<file path="config.mk">
export PLATFORM = sky130hd
export DESIGN_NAME = axis_pkt_tx
export DESIGN_NICKNAME = d
export VERILOG_FILES = /design/src/rtl/axis_pkg.sv /design/src/rtl/axis_pattern_gen.sv /design/src/rtl/axis_pkt_tx.sv
export SDC_FILE = /design/constraint.sdc
export NUM_CORES = 1
export LEC_CHECK = 0
export CELL_PAD_IN_SITES_DETAIL_PLACEMENT = 0
export CELL_PAD_IN_SITES_GLOBAL_PLACEMENT = 1
export CORE_MARGIN = 4
export CORE_UTILIZATION = 25
export DETAILED_ROUTE_END_ITERATION = 10
export PLACE_DENSITY_LB_ADDON = 0.1
export SLEW_MARGIN = 20
export SYNTH_ARGS = -nofsm -noshare
export SYNTH_HDL_FRONTEND = slang
export SYNTH_SLANG_ARGS = --single-unit
export TNS_END_PERCENT = 50
</file>
<file path="constraint.sdc">
create_clock -name clk -period 3.89 [get_ports clk]
set_input_delay 1.167 -clock clk [delete_from_list [all_inputs] [get_ports clk]]
set_output_delay 1.167 -clock clk [all_outputs]
set_load 0.01 [all_outputs]
</file>
<file path="src/rtl/axis_pkg.sv">
// Shared constants and encodings for the AXI-Stream packet transmitter.
package axis_pkg;

    localparam int DATA_W_DEF = 8;
    localparam int LEN_W_DEF  = 8;

    localparam logic MODE_INC  = 1'b0;
    localparam logic MODE_LFSR = 1'b1;

    typedef enum logic [1:0] {
        ST_IDLE = 2'd0,
        ST_SEND = 2'd1,
        ST_GAP  = 2'd2
    } state_t;

endpackage

</file>
<file path="src/rtl/axis_pattern_gen.sv">
// Payload pattern source: incrementing counter or 8-bit Fibonacci LFSR.
module axis_pattern_gen
    import axis_pkg::*;
#(
    parameter int DATA_W = DATA_W_DEF
) (
    input  logic              clk,
    input  logic              reset,
    input  logic              load,
    input  logic              advance,
    input  logic              mode,
    input  logic [DATA_W-1:0] seed,
    output logic [DATA_W-1:0] data
);

    logic              mode_q;
    logic [DATA_W-1:0] nxt;
    logic [DATA_W-1:0] seed_fix;

    // LFSR taps sit in the low byte, so DATA_W must be at least 8
    always_comb begin
        nxt = data + DATA_W'(1);
        if (mode_q == MODE_LFSR)
            nxt = {data[DATA_W-2:0],
                   data[7] ^ data[5] ^ data[4] ^ data[3]};
    end

    // an all-zero LFSR would lock up
    always_comb begin
        seed_fix = seed;
        if (mode == MODE_LFSR && seed == '0)
            seed_fix = DATA_W'(1);
    end

    always_ff @(posedge clk or negedge reset) begin
        if (!reset) begin
            data   <= '0;
            mode_q <= MODE_INC;
        end else if (load) begin
            data   <= seed_fix;
            mode_q <= mode;
        end else if (advance) begin
            data <= nxt;
        end
    end

endmodule

</file>
<file path="src/rtl/axis_pkt_tx.sv">
// Packet transmitter: one start -> len+1 pattern beats, then GAP idle cycles.
module axis_pkt_tx
    import axis_pkg::*;
#(
    parameter int DATA_W = DATA_W_DEF,
    parameter int LEN_W  = LEN_W_DEF,
    parameter int GAP    = 2
) (
    input  logic              clk,
    input  logic              reset,
    input  logic              start,
    input  logic [LEN_W-1:0]  len,
    input  logic [DATA_W-1:0] seed,
    input  logic              mode,
    output logic              busy,
    output logic              done,
    output logic [15:0]       pkt_cnt,
    output logic [DATA_W-1:0] m_data,
    output logic              m_valid,
    output logic              m_last,
    input  logic              m_ready
);

    localparam int GW = (GAP > 1) ? $clog2(GAP) : 1;
    localparam logic [GW-1:0] GAP_LAST =
        GW'((GAP > 0) ? GAP - 1 : 0);

    state_t            state;
    logic [LEN_W-1:0]  len_q;
    logic [LEN_W-1:0]  idx;
    logic [LEN_W-1:0]  idx_nxt;
    logic [GW-1:0]     gap_cnt;
    logic              load;
    logic              advance;

    assign busy    = (state != ST_IDLE);
    assign idx_nxt = idx + LEN_W'(1);
    assign load    = (state == ST_IDLE) && start;
    assign advance = (state == ST_SEND) && m_valid
                   && m_ready && !m_last;

    axis_pattern_gen #(
        .DATA_W (DATA_W)
    ) u_gen (
        .clk     (clk),
        .reset   (reset),
        .load    (load),
        .advance (advance),
        .mode    (mode),
        .seed    (seed),
        .data    (m_data)
    );

    always_ff @(posedge clk or negedge reset) begin
        if (!reset) begin
            state   <= ST_IDLE;
            len_q   <= '0;
            idx     <= '0;
            gap_cnt <= '0;
            m_valid <= 1'b0;
            m_last  <= 1'b0;
            done    <= 1'b0;
            pkt_cnt <= '0;
        end else begin
            done <= 1'b0;
            unique case (state)
                ST_IDLE: begin
                    if (start) begin
                        len_q   <= len;
                        idx     <= '0;
                        m_valid <= 1'b1;
                        m_last  <= (len == '0);
                        state   <= ST_SEND;
                    end
                end
                ST_SEND: begin
                    if (m_valid && m_ready) begin
                        if (m_last) begin
                            m_valid <= 1'b0;
                            m_last  <= 1'b0;
                            done    <= 1'b1;
                            pkt_cnt <= pkt_cnt + 16'd1;
                            gap_cnt <= '0;
                            state   <= (GAP == 0) ? ST_IDLE : ST_GAP;
                        end else begin
                            idx    <= idx_nxt;
                            m_last <= (idx_nxt == len_q);
                        end
                    end
                end
                ST_GAP: begin
                    gap_cnt <= gap_cnt + GW'(1);
                    if (gap_cnt == GAP_LAST)
                        state <= ST_IDLE;
                end
                default: state <= ST_IDLE;
            endcase
        end
    end

endmodule

</file>
==> impl_metrics.env, run 1 <==
export IMPL_status="finished, final reports clean"
export IMPL_maximum_number_of_pins_on_one_net_before_global_route_repair=27
export IMPL_place_port_buffers=48
export IMPL_clock_pin_slew_on_the_worst_setup_and_hold_paths_ns=0.10
export IMPL_yosys_most_used_dff="sky130_fd_sc_hd__dfrtp_1"
export IMPL_post_cts_setup_buffer_count=0
export IMPL_core_area_mm2=0.00991
export IMPL_final_setup_skew_ns=0.00882
export IMPL_p_sw_frac=0.401
export IMPL_power_leakage_nw=1.37
export IMPL_final_setup_tns_ns=0
export IMPL_avgRoutedWirePerCell_um=15.2
export IMPL_yosys_area_top_type="sky130_fd_sc_hd__dfrtp_1"
export IMPL_tmin_final_ns=2.93
export IMPL_reg2reg_depth=3
export IMPL_report_final_hold_viol_count=0
export IMPL_placementRows=36
export IMPL_ys_ff_latch=47
export IMPL_post_synth_main_area_contributors="sky130_fd_sc_hd__dfrtp_1, sky130_fd_sc_hd__nand2_1, sky130_fd_sc_hd__xnor2_1"
export IMPL_drv_cap=0
export IMPL_synth_area_mm2=0.00257
export IMPL_synth_avg_cell_area_um2=9.32
export IMPL_grt_pass1_vias=2223
export IMPL_synth_seq_area_share=0.457
export IMPL_antenna_diode_count=0
export IMPL_critical_path_buf_inv_count=1
export IMPL_pwr_share_comb=0.422
export IMPL_cts_made_buffers=5
export IMPL_path_cells="clkdlybuf4s50_1 -> or3b_1 -> o21a_1 -> a221o_1"
export IMPL_slew_viol_final=0
export IMPL_tightestPinTransition_ns=0.769
export IMPL_rr_endpoint="u_gen.data[0]"
export IMPL_ctsHtreeMaxLevel=2
export IMPL_netlist_cell_type_count=50
export IMPL_path_class="primary input to flip-flop"
export IMPL_num_io_pins=49
export IMPL_rsz_0062_raised_after_global_routing="false"
export IMPL_detail_route_antenna_nets=0
export IMPL_timing_max_slew_rel_slack=0.487
export IMPL_clock_sink_count=47
export IMPL_sum_of_net_half_perimeters_after_detailed_placement_um=4970
export IMPL_power_share_of_the_clock_group=0.181
export IMPL_cts_tree="done"
export IMPL_ff2ff_setup_slack_ns=1.77
export IMPL_final_setup_viol_count=0
export IMPL_synthArstFlopShare=1.00
export IMPL_cts_max_path_buffers=2
export IMPL_starting_density_of_the_core=0.260
export IMPL_via_count=2149
export IMPL_worstHoldEndpoint="pkt_cnt[15]"
export IMPL_hold_path_cell_cnt=1
export IMPL_worst_hold_startpoint="pkt_cnt[15]"
export IMPL_synth_net_count=300
export IMPL_reg2reg_from="state[0]"
export IMPL_drt_initial_drc_count=81
export IMPL_share_seq_of_total_power=0.397
export IMPL_synth_edff_count=0
export IMPL_power_density_mw_per_mm2=653
export IMPL_overall_die_height_um=109
export IMPL_timing_critical_path_arrival_ns=3.12
export IMPL_clock_latency_ns=0.30
export IMPL_type_of_destination_of_the_critical_path="flip-flop"
export IMPL_critical_path_peak_fanout=18
export IMPL_synth_top_cell_area_share=0.457
export IMPL_worst_endpoint_required_ns=4.08
export IMPL_cellInternalPower_mw=1.28
export IMPL_grt_use_total=0.123
export IMPL_crit_slowest_cell="sky130_fd_sc_hd__or3b_1"
export IMPL_clk_root_buffer_cell="sky130_fd_sc_hd__clkbuf_8"
export IMPL_layout_common_cells="sky130_fd_sc_hd__dfrtp_1, sky130_fd_sc_hd__clkdlybuf4s50_1, sky130_fd_sc_hd__nand2_1"
export IMPL_globalplace_congestion=0.735
export IMPL_timing_critical_path_max_delay_family="compound AO/OA/AOI/OAI gates"
export IMPL_antenna_found_initial=0
export IMPL_drt_first_pass_iters=4
export IMPL_totalWireLength_um=6920
export IMPL_max_clock_freq_mhz=342
export IMPL_synthesis_yosys_warnings=0
export IMPL_ir_worst_vdd_v=0.000190
export IMPL_first_pass_grt_wire_length_um=11600
export IMPL_fin_crit_sh=0.752
export IMPL_post_drt_via_cell_ratio=4.73
export IMPL_die_area_mm2=0.0120
export IMPL_grt_overflow_total=0
export IMPL_worst_setup_start_kind="primary input"
export IMPL_width_of_the_die_um=109
export IMPL_hold_worst_slack_ns=0.476
export IMPL_finish_net_count=344
export IMPL_area_growth_synth_to_final_pct=27.6
export IMPL_layout_drive_gt1_share=0.0467
export IMPL_hold_buffers=0
export IMPL_post_cts_resized_instances=0
export IMPL_detail_route_drc_violations=0
export IMPL_critical_path_max_stage_delay_ns=0.69
export IMPL_synthesis_instances=276
export IMPL_switching_power_mw=0.859
export IMPL_min_path_type="flip-flop to flip-flop"
## metal layers
metal,share of wire,GRT usage,up-vias
met5,0,0,-
met4,0.011,0.0347,0
met3,0.044,0.0235,7
met2,0.47,0.204,41
met1,0.48,0.163,1028
li1,-,-,1073
## cells in the mapped netlist (all sizes together) (3+ instances only)
cell type   n
clkbuf     10
a22oi       3
nor3b       3
o21ai      18
or2         3
dfrtp      47
and4        5
nand2      46
inv         9
a21oi      10
and2        3
nand4      10
a211oi      4
nor2b       4
nor3        3
xnor2      17
nor4        5
buf         5
ha          3
a31oi       3
nor2       13
nand3       8
xor2        9
## power groups by stage
stage | Combinational (mW) | Clock, mW | Sequential (mW)
detailed placement | 0.914 | 0 | 0.859
floorplan | 0.672 | 0 | 0.783
finish | 0.904 | 0.389 | 0.850
global route | 1.03 | 0.423 | 0.885
global placement | 0.908 | 0 | 0.862
CTS | 0.917 | 0.402 | 0.850
## cells by family (layout without fill, tap and decap cells)
kind of cell               count (synthesis)  after routing  synth area share
AOI/OAI and AO/OA                         58             58             0.155
xor gates and xnor gates                  26             26            0.0885
adders and majority gates                  3              3            0.0146
buffers and inverters                     24             69            0.0443
DFF                                       47             47             0.457
muxes                                      2              2           0.00778
and+or+nand+nor                          116            116             0.232
## registers in the layout (all words and copies together) (netlist names)
register      flops
u_gen.data        8
pkt_cnt          16
m_last            1
len_q             8
u_gen.mode_q      1
done              1
idx               8
gap_cnt           1
state             2
m_valid           1
## worst max path at each step
stage	startpoint	slack, ns	cells past startpoint	to
2_1_floorplan	start	1.49	5	u_gen.data[0]
3_3_place_gp	start	0.69	4	u_gen.data[0]
3_5_place_dp	start	0.63	4	u_gen.data[0]
4_1_cts	start	0.96	4	u_gen.data[0]
5_1_grt	start	0.86	5	m_last
6_report	start	0.96	4	u_gen.data[0]
## through the flow
| step | cells | util | total power, mW | setup WS [ns] | instance area [µm²] |
|---|---|---|---|---|---|
| 6_report | 454 | 0.331 | 2.14 | 0.965 | 3280 |
| 5_1_grt | 454 | 0.331 | 2.34 | 0.860 | 3280 |
| 3_5_place_dp | 446 | 0.319 | 1.77 | 0.633 | 3160 |
| 3_3_place_gp | 446 | 0.319 | 1.77 | 0.694 | 3160 |
| 2_1_floorplan | 276 | - | 1.46 | 1.49 | 2570 |
| 4_1_cts | 454 | 0.331 | 2.17 | 0.960 | 3280 |
## cell type report
cell class | count | area [µm²]
well taps | 133 | 166
repair buffers | 52 | 505
fillers | 1054 | 6630
inverters | 9 | 33.8
clock inverters | 2 | 35.0
clock buffers | 6 | 82.6
flip-flops and latches | 47 | 1180
multi-input cells | 205 | 1280
Note: power is estimated with default switching activity, not from simulation.
==> run 2, diff against run 1 <==
==> constraint.sdc (replaced) <==
create_clock -name clk -period 2.52 [get_ports clk]
set_input_delay 0.756 -clock clk [delete_from_list [all_inputs] [get_ports clk]]
set_output_delay 0.756 -clock clk [all_outputs]
set_load 0.01 [all_outputs]
==> impl_metrics.env, run 2 (synthesis results as in run 1) <==
export IMPL_status="finished, final reports clean"
export IMPL_overall_die_height_um=109
export IMPL_path_class="flip-flop to output pin"
export IMPL_place_port_buffers=48
export IMPL_globalplace_congestion=0.714
export IMPL_rsz_0062_raised_after_global_routing="false"
export IMPL_power_density_mw_per_mm2=970
export IMPL_finish_cell_count_without_fillers=464
export IMPL_critical_path_peak_fanout=10
export IMPL_finalCoreUtilization=0.337
export IMPL_area_growth_synth_to_final_pct=29.7
export IMPL_min_path_type="primary input to async pin"
export IMPL_grt_pass1_vias=2144
export IMPL_post_drt_via_cell_ratio=4.64
export IMPL_cts_max_path_buffers=2
export IMPL_worst_endpoint_required_ns=1.76
export IMPL_reg2reg_depth=4
export IMPL_fin_crit_sh=0.948
export IMPL_finish_net_count=354
export IMPL_die_area_mm2=0.0120
export IMPL_hold_worst_slack_ns=0.428
export IMPL_first_pass_grt_wire_length_um=11300
export IMPL_antenna_diode_count=0
export IMPL_totalWireLength_um=6830
export IMPL_preCtsSetupSlack_ns=-0.0360
export IMPL_clock_latency_ns=0.30
export IMPL_ctsHtreeMaxLevel=2
export IMPL_final_setup_skew_ns=0.00902
export IMPL_clock_pin_slew_on_the_worst_setup_and_hold_paths_ns=0.09
export IMPL_largest_reg_flops=16
export IMPL_detail_route_antenna_nets=0
export IMPL_report_final_hold_viol_count=0
export IMPL_registers_top_by_ff_count="pkt_cnt"
export IMPL_final_setup_worst_slack_ns=0.132
export IMPL_core_area_mm2=0.00991
export IMPL_grt_use_total=0.120
export IMPL_num_io_pins=49
export IMPL_final_setup_viol_count=0
export IMPL_tightestPinTransition_ns=0.389
export IMPL_worst_setup_start_kind="flip-flop"
export IMPL_ir_worst_vdd_v=0.000306
export IMPL_maximum_number_of_pins_on_one_net_before_global_route_repair=48
export IMPL_detail_route_drc_violations=0
export IMPL_antenna_found_initial=0
export IMPL_tmin_final_ns=2.39
export IMPL_drt_initial_drc_count=81
export IMPL_max_clock_freq_mhz=419
export IMPL_slew_viol_final=0
export IMPL_layout_common_cells="sky130_fd_sc_hd__dfrtp_1, sky130_fd_sc_hd__clkdlybuf4s50_1, sky130_fd_sc_hd__nand2_1"
export IMPL_power_leakage_nw=1.40
export IMPL_type_of_destination_of_the_critical_path="output pin"
export IMPL_clock_sink_count=47
export IMPL_dp_cells=456
export IMPL_timing_critical_path_arrival_ns=1.63
export IMPL_cts_made_buffers=5
export IMPL_drt_first_pass_iters=4
export IMPL_post_cts_setup_buffer_count=0
export IMPL_avgRoutedWirePerCell_um=14.7
export IMPL_via_count=2155
export IMPL_placementRows=36
export IMPL_layout_drive_gt1_share=0.0725
export IMPL_width_of_the_die_um=109
export IMPL_hold_buffers=0
export IMPL_post_cts_resized_instances=0
export IMPL_clk_root_buffer_cell="sky130_fd_sc_hd__clkbuf_8"
export IMPL_drv_cap=0
export IMPL_grt_overflow_total=0
export IMPL_cts_tree="done"
export IMPL_starting_density_of_the_core=0.260
export IMPL_finalPower_mw=3.24
export IMPL_timing_max_slew_rel_slack=0.737
export IMPL_sum_of_net_half_perimeters_after_detailed_placement_um=5000
run 2: changes by cell type in the layout (fill, tap and decap cells not counted):
cell,before,now
sky130_fd_sc_hd__buf_4,4,13
sky130_fd_sc_hd__bufinv_16,1,0
sky130_fd_sc_hd__buf_12,0,1
sky130_fd_sc_hd__clkbuf_1,0,1
sky130_fd_sc_hd__clkinvlp_4,0,1
sky130_fd_sc_hd__clkbuf_8,6,5
run 2: final timing paths:
check                              end        start  slack [ns]
min in group clk           pkt_cnt[15]  pkt_cnt[15]        0.48
setup / recovery                  busy     state[0]        0.13
hold reg to reg            pkt_cnt[15]  pkt_cnt[15]        0.48
setup reg to reg                idx[3]     state[0]        0.52
hold / removal             pkt_cnt[11]        reset        0.43
max in group asynchronous     len_q[2]        reset        1.85
run 2: report_power, final:
group	switching, mW	internal [mW]	leakage (nW)
clock	0.265	0.195	0.0412
sequential	0.342	0.972	0.608
combinational	0.716	0.746	0.748
total	1.32	1.91	1.40
run 2: through the flow:
| step | TNS (ns) | cell area [µm²] |
|---|---|---|
| final | 0 | 3340 |
| after detailed placement | -0.0453 | 3250 |
| after global placement | 0 | 3250 |
| after CTS | 0 | 3340 |
| after floorplan | 0 | 2570 |
| after global routing | 0 | 3340 |
run 2: final cells by class:
type                    count  area (µm²)
fillers                  1086        6570
multi-input cells         205        1280
flip-flops and latches     47        1180
repair buffers             62         593
well taps                 133         166
clock buffers               6        72.6
inverters                   9        33.8
clock inverters             2        12.5
run 2: worst max-delay path, cell delays in order (launching register included):
cell                              delay, ns
sky130_fd_sc_hd__dfrtp_1               0.49
sky130_fd_sc_hd__or2_2                 0.35
sky130_fd_sc_hd__clkdlybuf4s50_1       0.50
run 2: routing by layer:
layer  vias to the layer above  routed length (µm)  GRT usage
met5                         -                   0          0
met4                         0                  44     0.0267
met3                         2                 296     0.0223
met2                        39                3040      0.182
met1                      1018                3450      0.176
li1                       1096                   -          -
==> run 3, diff against run 2 <==
--- a/config.mk
+++ b/config.mk
@@ -5,12 +5,9 @@
 export SDC_FILE = /design/constraint.sdc
 export NUM_CORES = 1
 export LEC_CHECK = 0
-export CELL_PAD_IN_SITES_DETAIL_PLACEMENT = 0
-export CELL_PAD_IN_SITES_GLOBAL_PLACEMENT = 1
 export CORE_MARGIN = 4
 export CORE_UTILIZATION = 25
 export DETAILED_ROUTE_END_ITERATION = 10
-export PLACE_DENSITY_LB_ADDON = 0.1
 export SLEW_MARGIN = 20
 export SYNTH_ARGS = -nofsm -noshare
 export SYNTH_HDL_FRONTEND = slang
==> constraint.sdc (replaced) <==
create_clock -name clk -period 2.52 [get_ports clk]
set_input_delay 0.252 -clock clk [delete_from_list [all_inputs] [get_ports clk]]
set_output_delay 0.252 -clock clk [all_outputs]
set_load 0.01 [all_outputs]
==> impl_metrics.env, run 3 (synthesis results as in run 1) <==
export IMPL_drt_first_pass_iters=4
export IMPL_route_met3_wl_um=313
export IMPL_preCtsSetupSlack_ns=0.450
export IMPL_width_of_the_die_um=109
export IMPL_ir_worst_vdd_v=0.000375
export IMPL_fin_crit_sh=0.782
export IMPL_final_setup_skew_ns=0.0113
export IMPL_detail_route_antenna_nets=0
export IMPL_grt_overflow_total=0
export IMPL_clock_pin_slew_on_the_worst_setup_and_hold_paths_ns=0.09
export IMPL_via_count=2180
export IMPL_grt_use_total=0.110
export IMPL_sum_of_net_half_perimeters_after_detailed_placement_um=4700
export IMPL_globalplace_congestion=0.851
export IMPL_min_path_type="primary input to async pin"
export IMPL_registers_top_by_ff_count="pkt_cnt"
export IMPL_final_setup_tns_ns=0
export IMPL_drv_cap=0
export IMPL_num_fill_cells=1036
export IMPL_drt_met1_wl_um=2900
export IMPL_tmin_final_ns=1.97
export IMPL_status="finished, final reports clean"
export IMPL_antenna_found_initial=0
export IMPL_max_clock_freq_mhz=507
export IMPL_clk_root_buffer_cell="sky130_fd_sc_hd__clkbuf_8"
export IMPL_report_final_hold_viol_count=0
export IMPL_hold_worst_slack_ns=0.475
export IMPL_rr_endpoint="idx[4]"
export IMPL_finish_net_count=345
export IMPL_slew_viol_final=0
export IMPL_antenna_diode_count=0
export IMPL_timing_max_slew_rel_slack=0.523
export IMPL_largest_reg_flops=16
export IMPL_worst_setup_path_endpoint="idx[4]"
export IMPL_place_port_buffers=48
export IMPL_tightestPinTransition_ns=0.709
export IMPL_highest_signal_layer="met4"
export IMPL_ff2ff_setup_slack_ns=0.55
export IMPL_post_cts_setup_buffer_count=0
export IMPL_layout_common_cells="sky130_fd_sc_hd__dfrtp_1, sky130_fd_sc_hd__clkdlybuf4s50_1, sky130_fd_sc_hd__nand2_1"
export IMPL_core_area_mm2=0.00991
export IMPL_cts_made_buffers=5
export IMPL_avgRoutedWirePerCell_um=13.6
export IMPL_first_pass_grt_wire_length_um=10600
export IMPL_power_leakage_nw=1.35
export IMPL_finalPower_mw=3.11
export IMPL_die_area_mm2=0.0120
export IMPL_drt_initial_drc_count=81
export IMPL_post_cts_resized_instances=0
export IMPL_hold_buffers=1
export IMPL_path_class="flip-flop to flip-flop"
export IMPL_maximum_number_of_pins_on_one_net_before_global_route_repair=27
export IMPL_cts_max_path_buffers=2
export IMPL_clock_sink_count=47
export IMPL_finalCoreUtilization=0.328
export IMPL_wl_met2_um=2850
export IMPL_ctsHtreeMaxLevel=2
export IMPL_placementRows=36
export IMPL_reg2reg_depth=5
export IMPL_clock_latency_ns=0.30
export IMPL_starting_density_of_the_core=0.260
export IMPL_grt_pass1_vias=2243
export IMPL_totalWireLength_um=6150
export IMPL_num_io_pins=49
export IMPL_worst_setup_path_startpoint="state[0]"
export IMPL_final_setup_worst_slack_ns=0.548
export IMPL_area_growth_synth_to_final_pct=26.2
export IMPL_detail_route_drc_violations=0
export IMPL_type_of_destination_of_the_critical_path="flip-flop"
export IMPL_worst_setup_start_kind="flip-flop"
export IMPL_overall_die_height_um=109
export IMPL_worst_endpoint_required_ns=2.74
export IMPL_reg2reg_from="state[0]"
export IMPL_layout_drive_gt1_share=0.0375
export IMPL_rsz_0062_raised_after_global_routing="false"
export IMPL_cts_tree="done"
export IMPL_timing_critical_path_arrival_ns=2.19
export IMPL_post_drt_via_cell_ratio=4.81
export IMPL_critical_path_peak_fanout=10
export IMPL_final_setup_viol_count=0
export IMPL_power_density_mw_per_mm2=959
==> run 3: cell count changes in the layout (fill, tap and decap cells not counted), sizes merged <==
| cell | previous run | this run |
|---|---|---|
| buf | 15 | 5 |
| clkinv | 1 | 0 |
| clkinvlp | 1 | 0 |
| dlygate4sd3 | 0 | 1 |
==> run 3: final cells by class <==
type                    count  area [µm²]  area share
clock buffers               6        72.6      0.0224
repair buffers             53         515       0.159
inverters                   9        33.8      0.0104
flip-flops and latches     47        1180       0.362
well taps                 133         166      0.0513
multi-input cells         205        1280       0.395
==> run 3: how the worst min path moves through the flow <==
stage | end | cells past startpoint | slack [ns]
global route | pkt_cnt[11] | 1 | 0.51
CTS | pkt_cnt[15] | 1 | 0.49
floorplan | done | 0 | -0.04
detailed placement | pkt_cnt[11] | 1 | 0.29
finish | u_gen.data[2] | 2 | 0.48
global placement | pkt_cnt[11] | 1 | 0.28
==> run 3: critical path, cell delays in order (launching register included) <==
cell and delay, ns:
sky130_fd_sc_hd__dfrtp_1 0.49, sky130_fd_sc_hd__or3b_1 0.53, sky130_fd_sc_hd__nor2_1 0.38, sky130_fd_sc_hd__buf_4 0.25, sky130_fd_sc_hd__a21oi_1 0.08, sky130_fd_sc_hd__o21ai_0 0.17
==> run 3: report_power, final <==
group | internal, mW | switching [mW] | leakage, nW | total [mW]
Combinational | 0.694 | 0.693 | 0.701 | 1.39
Clock | 0.185 | 0.236 | 0.0371 | 0.421
Sequential | 0.973 | 0.332 | 0.608 | 1.31
==> run 3: stage by stage <==
stage	std cells	cell area (µm²)
finish	453	3250
global route	453	3250
CTS	453	3250
detailed placement	446	3160
global placement	446	3160
floorplan	276	2570
==> run 3: layer usage <==
layer / GRT usage / vias to the layer above
li1: - / 1075
met1: 0.142 / 1047
met2: 0.182 / 47
met3: 0.0258 / 11
met4: 0.0374 / 0
met5: 0 / -
